<file path="config.mk">
export PLATFORM = sky130hd
export DESIGN_NAME = z2_cycle_ctrl
export DESIGN_NICKNAME = d
export VERILOG_FILES = /design/src/rtl/z2_cycle_ctrl_pkg.sv /design/src/rtl/z2_sync.sv /design/src/rtl/z2_cycle_ctrl.sv
export SDC_FILE = /design/constraint.sdc
export NUM_CORES = 1
export LEC_CHECK = 0
export ABC_AREA = 1
export BUFFER_PORTS_ARGS = -buffer_cell sky130_fd_sc_hd__buf_2
export CAP_MARGIN = 20
export CORE_UTILIZATION = 38
export DETAILED_ROUTE_END_ITERATION = 6
export GPL_TIMING_DRIVEN = 0
export MAX_ROUTING_LAYER = met4
export SETUP_SLACK_MARGIN = 0.1
export SLEW_MARGIN = 20
export SYNTH_ARGS = -nofsm -noshare
export SYNTH_HDL_FRONTEND = slang
export SYNTH_SLANG_ARGS = --single-unit
</file>
<file path="constraint.sdc">
create_clock -name MEMCLK -period 1.8 [get_ports MEMCLK]
set_clock_uncertainty 0.15 [all_clocks]
set_input_delay 0.18 -clock MEMCLK [delete_from_list [all_inputs] [get_ports MEMCLK]]
set_output_delay 0.18 -clock MEMCLK [all_outputs]
set_load 0.01 [all_outputs]
</file>
<file path="src/rtl/z2_cycle_ctrl_pkg.sv">
// Shared constants for the Zorro II slave-cycle controller: state encoding
// and the timeout counter width helper.
package z2_cycle_ctrl_pkg;

    localparam int Z2_STATE_W = 3;

    typedef enum logic [Z2_STATE_W-1:0] {
        Z2_IDLE    = 3'd0,
        Z2_START   = 3'd1,
        Z2_DATA    = 3'd2,
        Z2_END     = 3'd3,
        Z2_TIMEOUT = 3'd4
    } z2_state_e;

    // Counter must hold TIMEOUT_CYCLES; a disabled timeout still gets one bit.
    function automatic int timer_width(input int cycles);
        int w;
        w = $clog2(cycles + 1);
        return (w < 1) ? 1 : w;
    endfunction

endpackage

</file>
<file path="src/rtl/z2_sync.sv">
// Multi-flop synchroniser for one raw 68k strobe; idles high (negated) in reset.
module z2_sync #(
    parameter int STAGES = 2
) (
    input  logic MEMCLK,
    input  logic RESET_n,
    input  logic d_i,
    output logic q_o
);

    logic [STAGES-1:0] sync_q;

    // Shift the raw level through the synchroniser chain.
    always_ff @(posedge MEMCLK or negedge RESET_n) begin
        if (!RESET_n) begin
            sync_q <= {STAGES{1'b1}};
        end else begin
            sync_q <= {sync_q[STAGES-2:0], d_i};
        end
    end

    assign q_o = sync_q[STAGES-1];

endmodule

</file>
<file path="src/rtl/z2_cycle_ctrl.sv">
// Zorro II slave-cycle controller: strobe synchronisation, slave arbitration,
// IDLE/START/DATA/END handshake with DTACK, timeout and bus-error abort.
module z2_cycle_ctrl
    import z2_cycle_ctrl_pkg::*;
#(
    parameter int NUM_SLAVES     = 5,
    parameter int SYNC_STAGES    = 2,
    parameter int TIMEOUT_CYCLES = 255
) (
    input  logic                  MEMCLK,
    input  logic                  RESET_n,
    input  logic                  AS_n,
    input  logic                  UDS_n,
    input  logic                  LDS_n,
    input  logic                  RW,
    input  logic                  BERR_n,
    input  logic [NUM_SLAVES-1:0] slave_sel,
    input  logic [NUM_SLAVES-1:0] slave_ack,
    input  logic                  err_clr,
    output logic                  as_n_s,
    output logic                  uds_n_s,
    output logic                  lds_n_s,
    output logic                  rw_s,
    output logic [Z2_STATE_W-1:0] z2_state,
    output logic [NUM_SLAVES-1:0] owner,
    output logic                  dtack,
    output logic                  ovr,
    output logic                  timeout_pulse,
    output logic                  timeout_sticky
);

    localparam int              TMR_W   = timer_width(TIMEOUT_CYCLES);
    localparam bit              TO_EN   = (TIMEOUT_CYCLES != 0);
    localparam logic [TMR_W-1:0] TMR_MAX = {TMR_W{1'b1}};
    localparam logic [TMR_W-1:0] TO_LAST = TO_EN ? TMR_W'(TIMEOUT_CYCLES - 1) : {TMR_W{1'b0}};

    logic             berr_n_s;
    logic             as_early_q;
    z2_state_e        state_q;
    logic [NUM_SLAVES-1:0] owner_q;
    logic             dtack_q;
    logic [TMR_W-1:0] timer_q;
    logic             pulse_q;
    logic             sticky_q;
    logic [TMR_W-1:0] timer_inc_s;
    logic             timeout_hit_s;

    // Lowest-index decoder hit wins arbitration.
    function automatic logic [NUM_SLAVES-1:0] lowest_set(input logic [NUM_SLAVES-1:0] v);
        logic [NUM_SLAVES-1:0] r;
        r = {NUM_SLAVES{1'b0}};
        for (int i = NUM_SLAVES - 1; i >= 0; i--) begin
            if (v[i]) begin
                r    = {NUM_SLAVES{1'b0}};
                r[i] = 1'b1;
            end
        end
        return r;
    endfunction

    z2_sync #(.STAGES(SYNC_STAGES)) u_sync_as   (.MEMCLK(MEMCLK), .RESET_n(RESET_n), .d_i(AS_n),   .q_o(as_n_s));
    z2_sync #(.STAGES(SYNC_STAGES)) u_sync_uds  (.MEMCLK(MEMCLK), .RESET_n(RESET_n), .d_i(UDS_n),  .q_o(uds_n_s));
    z2_sync #(.STAGES(SYNC_STAGES)) u_sync_lds  (.MEMCLK(MEMCLK), .RESET_n(RESET_n), .d_i(LDS_n),  .q_o(lds_n_s));
    z2_sync #(.STAGES(SYNC_STAGES)) u_sync_rw   (.MEMCLK(MEMCLK), .RESET_n(RESET_n), .d_i(RW),     .q_o(rw_s));
    z2_sync #(.STAGES(SYNC_STAGES)) u_sync_berr (.MEMCLK(MEMCLK), .RESET_n(RESET_n), .d_i(BERR_n), .q_o(berr_n_s));

    assign timer_inc_s   = (timer_q == TMR_MAX) ? timer_q : timer_q + TMR_W'(1);
    assign timeout_hit_s = TO_EN && (timer_q == TO_LAST);

    // Extra AS stage: starting a cycle one flop late guarantees as_n_s is already low in START.
    always_ff @(posedge MEMCLK or negedge RESET_n) begin
        if (!RESET_n) begin
            as_early_q <= 1'b1;
        end else begin
            as_early_q <= as_n_s;
        end
    end

    // Handshake FSM with registered DTACK, owner, timer and timeout flags.
    always_ff @(posedge MEMCLK or negedge RESET_n) begin
        if (!RESET_n) begin
            state_q  <= Z2_IDLE;
            owner_q  <= {NUM_SLAVES{1'b0}};
            dtack_q  <= 1'b0;
            timer_q  <= {TMR_W{1'b0}};
            pulse_q  <= 1'b0;
            sticky_q <= 1'b0;
        end else begin
            pulse_q <= 1'b0;
            if (err_clr) begin
                sticky_q <= 1'b0;
            end
            case (state_q)
                Z2_IDLE: begin
                    dtack_q <= 1'b0;
                    timer_q <= {TMR_W{1'b0}};
                    if (!as_early_q && (|slave_sel)) begin
                        state_q <= Z2_START;
                        owner_q <= lowest_set(slave_sel);
                    end else begin
                        owner_q <= {NUM_SLAVES{1'b0}};
                    end
                end
                Z2_START: begin
                    timer_q <= timer_inc_s;
                    if (as_n_s) begin
                        state_q <= Z2_IDLE;
                        owner_q <= {NUM_SLAVES{1'b0}};
                    end else if (timeout_hit_s) begin
                        state_q  <= Z2_TIMEOUT;
                        pulse_q  <= 1'b1;
                        sticky_q <= 1'b1;
                    end else if (!uds_n_s || !lds_n_s) begin
                        state_q <= Z2_DATA;
                    end
                end
                Z2_DATA: begin
                    timer_q <= timer_inc_s;
                    if (!berr_n_s) begin
                        state_q <= Z2_END;
                    end else if (|(slave_ack & owner_q)) begin
                        dtack_q <= 1'b1;
                        state_q <= Z2_END;
                    end else if (timeout_hit_s) begin
                        state_q  <= Z2_TIMEOUT;
                        pulse_q  <= 1'b1;
                        sticky_q <= 1'b1;
                    end
                end
                Z2_END: begin
                    if (as_n_s) begin
                        dtack_q <= 1'b0;
                        owner_q <= {NUM_SLAVES{1'b0}};
                        state_q <= Z2_IDLE;
                    end
                end
                Z2_TIMEOUT: begin
                    dtack_q <= 1'b0;
                    if (as_n_s) begin
                        owner_q <= {NUM_SLAVES{1'b0}};
                        state_q <= Z2_IDLE;
                    end
                end
                default: begin
                    state_q <= Z2_IDLE;
                    owner_q <= {NUM_SLAVES{1'b0}};
                    dtack_q <= 1'b0;
                    timer_q <= {TMR_W{1'b0}};
                end
            endcase
        end
    end

    assign z2_state       = state_q;
    assign owner          = owner_q;
    assign dtack          = dtack_q;
    assign timeout_pulse  = pulse_q;
    assign timeout_sticky = sticky_q;
    assign ovr            = (|slave_sel) && !AS_n;

endmodule

</file>
==> Word level (Yosys, flattened, before mapping) <==
Cells that the tools add are included.
{ "op_classes": {"add_sub_neg": 1, "multipliers": 0, "n_div": 0, "order_cmp": 0, "n_eq_ne": 15, "shifts": 0, "n_mux": 34, "n_bitwise": 4, "reduce_logical": 17} }
{ "op_table": {"columns": ["op", "count"], "rows": [
  ["$mux 5", 7],
  ["$mux 3", 8],
  ["$eq 8x8->1 const B", 2],
  ["$pmux 8 s2", 1],
  ["$pmux 5 s3", 1],
  ["$mux 1", 12],
  ["$pmux 3 s4", 1],
  ["$reduce_or 5->1", 2],
  ["$add 8x1->8 const B", 1],
  ["$mux 8", 1],
  ["$ne 2x1->1 const B", 4],
  ["$reduce_and 4->1", 2],
  ["$eq 3x2->1 const B", 2],
  ["$ne 2x2->1 const B", 3],
  ["$and 5x5->5", 1],
  ["$logic_not 1->1", 4],
  ["$ne 4x3->1 const B", 1],
  ["$ne 4x4->1 const B", 1],
  ["$pmux 1 s2", 2],
  ["$reduce_and 2->1", 2],
  ["$reduce_or 2->1", 2],
  ["$eq 3x1->1 const B", 1],
  ["$eq 3x3->1 const B", 1],
  ["$logic_not 3->1", 1],
  ["5 further kinds", 8]
]} }
{ "word_totals": {"regBits": 30, "latchBits": 0, "ramBits": 0, "romBits": 0, "input_bits": 18, "out_inout_bits": 16, "word_cells": 83, "mem_count": 0} }

==> Longest topological paths before layout <==
Gate-level depths: netlist of run 1.
{ "depth": {"ltp_word": 7, "mapped_depth": 10} }

==> Hierarchy <==
A second synthesis of run 1 with hierarchy kept.
{ "hier_totals": {"cells_unflattened": 169, "hier_area_um2": 1473.9} }
{ "modules_own_cells": {"columns": ["module", "instances", "cells_per_inst", "area_each_um2", "seq_area_each_um2"], "rows": [
  ["z2_cycle_ctrl", 1, 159, 1211.2, 501.7],
  ["z2_sync", 5, 2, 52.6, 52.6]
]} }

==> Worst setup path before layout of run 1 <==
Ideal clock, no wire load.
{ "synth_timing": {"path_type": "register to register", "startpoint": "reg state_q[0] (netlist: z2_state[0])", "endpoint": "reg timer_q[6]", "setup_time_ns": 0.083, "t_arrival_ns": 1.199, "setup_slack_ns": 0.369, "stages_incl_launch_ff": 9, "n_path_buf": 1, "synth_period_minus_slack_ns": 1.431, "path_cell_list": "dfrtp_1 nor2_2 nand2_2 nand2_4 nand3_1 o21ai_2 buf_6 nand2_1 o21ai_0"} }
{ "synth_via": {"elab_chain_cells": 4, "elab_cells_between_ends": 10, "classes_between": "5 x eq/ne; 1 x mux; 1 x bitwise; 3 x reduce/logical"} }
{ "synth_lines": {"columns": ["element", "line", "source"], "rows": [
  ["start: declaration", "z2_cycle_ctrl.sv:39", "z2_state_e state_q;"],
  ["start signal: assignment", "z2_cycle_ctrl.sv:82", "state_q <= Z2_IDLE;"],
  ["start signal: assignment", "z2_cycle_ctrl.sv:98", "state_q <= Z2_START;"],
  ["start signal: assignment", "z2_cycle_ctrl.sv:107", "state_q <= Z2_IDLE;"],
  ["$eq 3x2->1, or another cell as far along", "z2_cycle_ctrl.sv:93", "case (state_q)"],
  ["$reduce_or 2->1 (no line)", null, null],
  ["$ne 2x2->1 (no line) / $not 1->1 (equally long branches)", null, null],
  ["$reduce_and 2->1 (no line)", null, null],
  ["end signal: assignment", "z2_cycle_ctrl.sv:85", "timer_q <= {TMR_W{1'b0}};"],
  ["end signal: assignment", "z2_cycle_ctrl.sv:96", "timer_q <= {TMR_W{1'b0}};"],
  ["end signal: assignment", "z2_cycle_ctrl.sv:105", "timer_q <= timer_inc_s;"],
  ["end: declaration", "z2_cycle_ctrl.sv:42", "logic [TMR_W-1:0] timer_q;"]
]} }
Parallel ways exist; a longest one is shown, timed or not.
A chain may end at the register's enable or synchronous reset.

==> Worst setup path after layout of run 1 <==
{ "layout_timing": {"startpoint": "reg timer_q[0]", "endpoint": "reg state_q[1] (netlist: z2_state[1])"} }
{ "layout_via": {"elab_chain_cells": 4, "elab_cells_between_ends": 7, "classes_between": "3 x eq/ne; 3 x mux; 1 x reduce/logical"} }
{ "layout_lines": {"columns": ["element", "line", "source"], "rows": [
  ["$eq 8x8->1 (*)", "z2_cycle_ctrl.sv:68", "assign timeout_hit_s = TO_EN && (timer_q == TO_LAST);"],
  ["$mux 3", "z2_cycle_ctrl.sv:109", "end else if (timeout_hit_s) begin"],
  ["$mux 3", "z2_cycle_ctrl.sv:106", "if (as_n_s) begin"],
  ["$pmux 3 s4", "z2_cycle_ctrl.sv:93", null],
  ["end signal: assignment", "z2_cycle_ctrl.sv:98", null],
  ["end signal: assignment", "z2_cycle_ctrl.sv:107", null],
  ["end signal: assignment", "z2_cycle_ctrl.sv:110", "state_q <= Z2_TIMEOUT;"]
]} }
Every way passes the cells marked *; elsewhere a longest branch is shown, timed or not.

==> results.md, run 1 <==
* CTS tree: done
* CP max stage delay at 0.42 ns
* R2r setup slk at between 0.15 and 0.2 ns
* Sequential share of power at around 40%
* Synth-to-layout area growth at 28.10%
* Switching part of the total at 37.03%
* Setup crit end: z2_state[1]$_DFFE_PN0P_
* Final worst setup slack at approximately 0.19 ns
* Commonest non-fill, non-tap cell in the layout: nand2_1
* Cell Area, Synth at 1443 um^2
* Final Instance Area at 1848 um^2
* Layout cells sized above 1 at 28.64%
* Layer with the highest usage: met2
* Die Width at 63.62 um
* Largest net degree at the start of global routing at 31
* Port buffer count at 33
* First-pass GRT wire length at slightly below 5000 um
* Register area at 765.7 um^2
* Via density at approximately 4.6
* Slowest cell on crit path: dfrtp_1
* Worst Hold Class: in2reg
* Die footprint at slightly above 4000 um^2
* Slew Limit Fails at 0
* Initial antenna violation count at 0
* Clk pin slew, worst setup/hold paths at around 0.06 ns
* Longest Clk Path Bufs at 2
* Net count, final at 239
* R2R depth at 9
* Cell taking the most area after synthesis: dfrtp_1
* Synth top area share at around 33%
* Final period util at 89.59%
* Max_cap viols at 0
* Post-synthesis cell type count at 23
* Later-pin clock latency in the skew report at ~0.27 ns
* CP required at approximately 1.8 ns
* CP endpoint kind: register
* Clk pwr share at 25.5%
* Post-Synthesis Cells at ~170
* WL per Instance at around 11 um
* Kind of cell adding the most delay to the critical path: simple AND/OR/NAND/NOR gates
* Count of final hold-check violations at 0
* Reg-to-Reg Start: timer_q[0]$_DFFE_PN0P_
* DR pass1 iterations at 4
* GR Util met3 at ~4.0%
* Slew @ Worst Pin at between 0.6 and 0.7 ns
* CP cell instances: inv_1 > ha_1 > inv_1 > nor2_1 > nand2_2 > nand3_1 > nand2_2 > o21bai_1 > nand2_1
* R2R Path End: z2_state[1]$_DFFE_PN0P_
* Setup TNS at 0 ns
* Peak Freq at about 0.62 GHz
* Via count at 1240
* Num CTS Buffers at 5
* Post-synthesis sequential area ratio at 52.99%
* Final Critical Period at roughly 1.6 ns
* Fillers at approximately 370
* Psw at ~0.79 mW
* Core footprint at 3661 um^2
* Avg Synthesized Cell Area at 8.387 um^2
* DRT Wirelength at between 2000 and 3000 um
* Starting Density at 39.41%
* Rows at 22
* Levels on crit path at 9
* Status: completed
* Worst VDD drop at roughly 0.0006 V
* Total gr overflow at 0
* Mapped Nets at ~190
* Max_slew headroom at around 57%
* Diode count at 0
* GR Layer Usage met1 at between 20% and 30%
* Placed inst area at between 1500 and 2000 um^2
* Pre-CTS WS at roughly 0.22 ns
* DRC at 0
* Area of the multi-input gates at approximately 610 um^2
* Worst-path maximum fanout at 5
* Tot Pwr at between 2 and 2.5 mW
* WS Path Type: reg2reg
* DP Wirelength at roughly 2000 um
* CTS root buf: clkbuf_8
* CP Buf/Inv Count at 2
* #FFs+latches synth at 30
* Static Leakage at 0.9646 nW
* Gr usage total at 16.48%
* Top cells by area, synth: dfrtp_1, dfstp_2, nand2_1
* Yosys warns at 0
* # clock sinks at 30
* Die height at 63.62 um
* Global placer's final weighted congestion at about 0.8
* # IOs at 34
* Met2 Resource Use GR at about a quarter
* Share of power burned in combinational logic at 34.5%
* # setup viols final at 0
* Htree depth at 2
* Critical Path Source: timer_q[0]$_DFFE_PN0P_
* RSZ-0062 raised after global routing: no
* Power per cell area at 1149 nW/um^2
* CP arrival at around 1.6 ns
* Most frequent cells in the layout: nand2_1, buf_2, inv_1
* Int Power at roughly 1.3 mW
* DRT iter0 DRCs at 53
* Share of the core filled with cells at about half
* Vias in the first global route at 1128
* Antenna viol nets, final at 0
* Startpoint Class: register
[worst min path at each step]
stage	from	end	slack, ns	cells past startpoint
floorplan	RESET_n	dtack$_DFFE_PN0P_	-0.27	0
global placement	RESET_n	owner[1]$_DFFE_PN0P_	0.10	1
detailed placement	RESET_n	owner[1]$_DFFE_PN0P_	0.11	1
CTS	slave_sel[1]	owner[1]$_DFFE_PN0P_	0.001	3
global route	slave_sel[2]	owner[2]$_DFFE_PN0P_	0.03	3
finish	slave_sel[1]	owner[1]$_DFFE_PN0P_	0.007	3
[registers in the layout, indices dropped and copies added, names as in the netlist, 2 cells and up]
register,cells
u_sync_berr.sync_q,2
u_sync_as.sync_q,2
u_sync_lds.sync_q,2
u_sync_uds.sync_q,2
owner,5
u_sync_rw.sync_q,2
timer_q,8
z2_state,3
[per-stage QoR]
step | hold WS [ns] | instances
final | 0.007355 | 268
after global routing | 0.03319 | 268
after CTS | 0.001332 | 268
after detailed placement | 0.1090 | 253
after global placement | 0.1035 | 253
after floorplan | -0.2656 | 172
[metal layers]
metal | wire length (um) | part of all wire (%)
met1 | 1417 | 49
met2 | 1262 | 44
met3 | 143 | 5.0
met4 | 46 | 1.6
met5 | 0 | 0
[worst reg2reg max path, delay by kind of cell, from the launching register on]
family / cells / cell delay [ns]
AND/OR/NAND/NOR: 5 / 0.50
flip-flops: 1 / 0.42
adder cells (fa/ha/maj): 1 / 0.15
AO/OA/AOI/OAI: 1 / 0.14
buffers and inverters: 2 / 0.13
[area by class of cell]
class	instances	area share (%)
plain buffers	1	0.6093
clock buffers	7	4.672
clock inverters	1	0.2708
inverters	21	4.265
multi-input cells	120	32.77
flip-flops and latches	30	41.44
well taps	48	3.250
repair buffers	40	12.73
[cells by family (layout without fill, tap and decap cells)]
| group | after synthesis | in the layout | synth area share (%) |
|---|---|---|---|
| buffers and inverters | 22 | 70 | 6.245 |
| XOR/XNOR | 5 | 5 | 3.036 |
| flip-flops | 30 | 30 | 52.99 |
| AO/OA/AOI/OAI | 21 | 21 | 8.760 |
| AND/OR/NAND/NOR | 92 | 92 | 27.23 |
| adder cells (fa/ha/maj) | 2 | 2 | 1.734 |
[power by group through the flow]
stage          clock network [mW]  logic, mW  registers [mW]
3_5_place_dp                    0      0.700           0.860
4_1_cts                     0.561      0.714           0.849
3_3_place_gp                    0      0.695           0.860
5_1_grt                     0.600      0.838           0.862
2_1_floorplan                   0      0.475           0.869
6_report                    0.542      0.732           0.850
[Yosys cell counts (all sizes together)]
master and n:
a21oi 1, a31oi 1, buf 1, dfrtp 19
dfstp 11, ha 2, inv 21, nand2 56
nand3 14, nand3b 2, nand4 2, nor2 16
nor3 2, o21ai 14, o21bai 4, o31ai 1
xnor2 3, xor2 2
[repair_timing]
action / in CTS / in global routing
resized for setup: 0 / 6
endpoints found under the hold margin: 25 / 0
setup endpoints to repair: 0 / 7
setup buffers: 0 / 0
hold buffers: 7 / 0
(Power assumes the default switching activity.)
==> run 2, diff against run 1 <==
--- a/config.mk
+++ b/config.mk
@@ -12,6 +12,7 @@
 export DETAILED_ROUTE_END_ITERATION = 6
 export GPL_TIMING_DRIVEN = 0
 export MAX_ROUTING_LAYER = met4
+export RECOVER_POWER = 50
 export SETUP_SLACK_MARGIN = 0.1
 export SLEW_MARGIN = 20
 export SYNTH_ARGS = -nofsm -noshare
==> run 2 against run 1 <==
Effect of this change:
- flip-flop and latch count stayed put
- largest power group unchanged
- die area stayed put
- cell area decreased by 0.41%
- critical endpoint unchanged
- non-clock buffer count is the same
- global-route usage unchanged
- core utilization down 0.21 points
- first-iteration DRC count fell by 5.7%
- register-to-register slack about the same
- power decreased by 0.14%
- sequential share of layout area up 0.17 points
- clock-buffer cell count unchanged
==> results.md, run 2 (synthesized netlist as in run 1, its figures left out) <==
* Status: completed
* WS Path Type: reg2reg
* Placed inst area at around 1700 um^2
* Largest net degree at the start of global routing at 31
* Power per cell area at between 1000 and 1500 nW/um^2
* Later-pin clock latency in the skew report at 0.27 ns
* Worst-path maximum fanout at 5
* # setup viols final at 0
* Die height at approximately 64 um
* DRT iter0 DRCs at 50
* Setup crit end: z2_state[1]$_DFFE_PN0P_
* Synth-to-layout area growth at 27.58%
* Net count, final at roughly 240
* Slew @ Worst Pin at 0.7113 ns
* Max reg flops at 8
* CP required at around 1.8 ns
* Static Leakage at around 0.94 nW
* R2R depth at 9
* Non-Filler Instances at roughly 270
* Max_cap viols at 0
* Vias in the first global route at 1128
* Worst VDD drop at between 0.0005 and 0.0006 V
* Max_slew headroom at 52.58%
* Count of final hold-check violations at 0
* Via count at about 1200
* Final period util at 89.66%
* Hold-critical path depth at 3
* Core footprint at 3661 um^2
* Area of the multi-input gates at 605.6 um^2
* DRT Wirelength at 2864 um
* DP Wirelength at ~2000 um
* Most frequent cells in the layout: nand2_1, buf_2, inv_1
* Die footprint at about 4000 um^2
* DRC at 0
* Commonest non-fill, non-tap cell in the layout: nand2_1
* Clk pin slew, worst setup/hold paths at approximately 0.060 ns
* Longest Clk Path Bufs at 2
* CP arrival at around 1.6 ns
* # clock sinks at 30
* R2r setup slk at 0.19 ns
* Starting Density at approximately two fifths
* Htree depth at 2
* First-pass GRT wire length at around 5000 um
* Fillers at around 370
* Placed cells at roughly 250
* Reg-to-Reg Start: timer_q[0]$_DFFE_PN0P_
* Diode count at 0
* Global placer's final weighted congestion at roughly 0.80
* Total gr overflow at 0
* Register area at roughly 770 um^2
* Die Width at between 60 and 70 um
* Initial antenna violation count at 0
* Num CTS Buffers at 5
* Peak Freq at ~0.62 GHz
* Antenna viol nets, final at 0
* Startpoint Class: register
* Slew Limit Fails at 0
* Setup TNS at 0 ns
* WL per Instance at around 11 um
* Layout cells sized above 1 at about a quarter
* Final Critical Period at roughly 1.6 ns
* Share of the core filled with cells at about half
* DR pass1 iterations at 4
* CTS tree: done
* # IOs at 34
* CTS root buf: clkbuf_8
* Biggest register: timer_q
* Rows at 22
* CP endpoint kind: register
* Critical Path Source: timer_q[0]$_DFFE_PN0P_
* Via density at 4.631
* RSZ-0062 raised after global routing: no
* Worst Hold Class: in2reg
* Final Instance Area at about 1800 um^2
* R2R Path End: z2_state[1]$_DFFE_PN0P_
* Port buffer count at 33
* Gr usage total at 16.48%
## run 2: metal layers
metal  up-vias  track usage [%]  wire, um
li1        638                -         -
met1       569            21.05      1438
met2        30            24.07      1252
met3         4            3.986       126
met4         0            8.523        46
met5         -                -         0
## run 2: worst min path at each step
stage	startpoint	endpoint
finish	slave_sel[1]	owner[1]$_DFFE_PN0P_
floorplan	RESET_n	dtack$_DFFE_PN0P_
detailed placement	RESET_n	owner[1]$_DFFE_PN0P_
global route	slave_sel[2]	owner[2]$_DFFE_PN0P_
CTS	slave_sel[1]	owner[1]$_DFFE_PN0P_
global placement	RESET_n	owner[1]$_DFFE_PN0P_
## run 2: where the power goes
part | internal, mW | switching, mW | leakage (nW)
combinational | 0.260 | 0.470 | 0.517
clock | 0.308 | 0.234 | 0.0482
sequential | 0.767 | 0.0821 | 0.373
## run 2: final cells by class
type,count,area share (%)
sequential,30,41.60
clock inverter,1,0.2719
buffer,1,0.6118
clock buffer,7,4.691
inverter,21,4.283
timing repair buffer,40,12.37
multi-input combinational,120,32.90
tap,48,3.263
## run 2: critical path, stage by stage, from the launching register on
cell	delay [ns]
dfrtp_1	0.42
inv_1	0.09
ha_1	0.15
inv_1	0.04
nor2_1	0.13
nand2_2	0.10
nand3_1	0.10
nand2_2	0.10
o21bai_1	0.15
nand2_1	0.07
## run 2: per-stage QoR
step,setup WS (ns),power [mW],hold slack (ns)
finish,0.1860,2.121,0.006032
global route,0.09236,2.298,0.03319
CTS,0.1912,2.125,0.001332
floorplan,0.3686,1.344,-0.2656
detailed placement,0.2159,1.560,0.1090
global placement,0.2070,1.555,0.1035
## run 2: repair_timing
item,in CTS,in global routing
buffers inserted,0,0
hold buffers,7,0
setup endpoints to repair,0,7
hold endpoints to repair,25,0
gates resized for setup,0,6
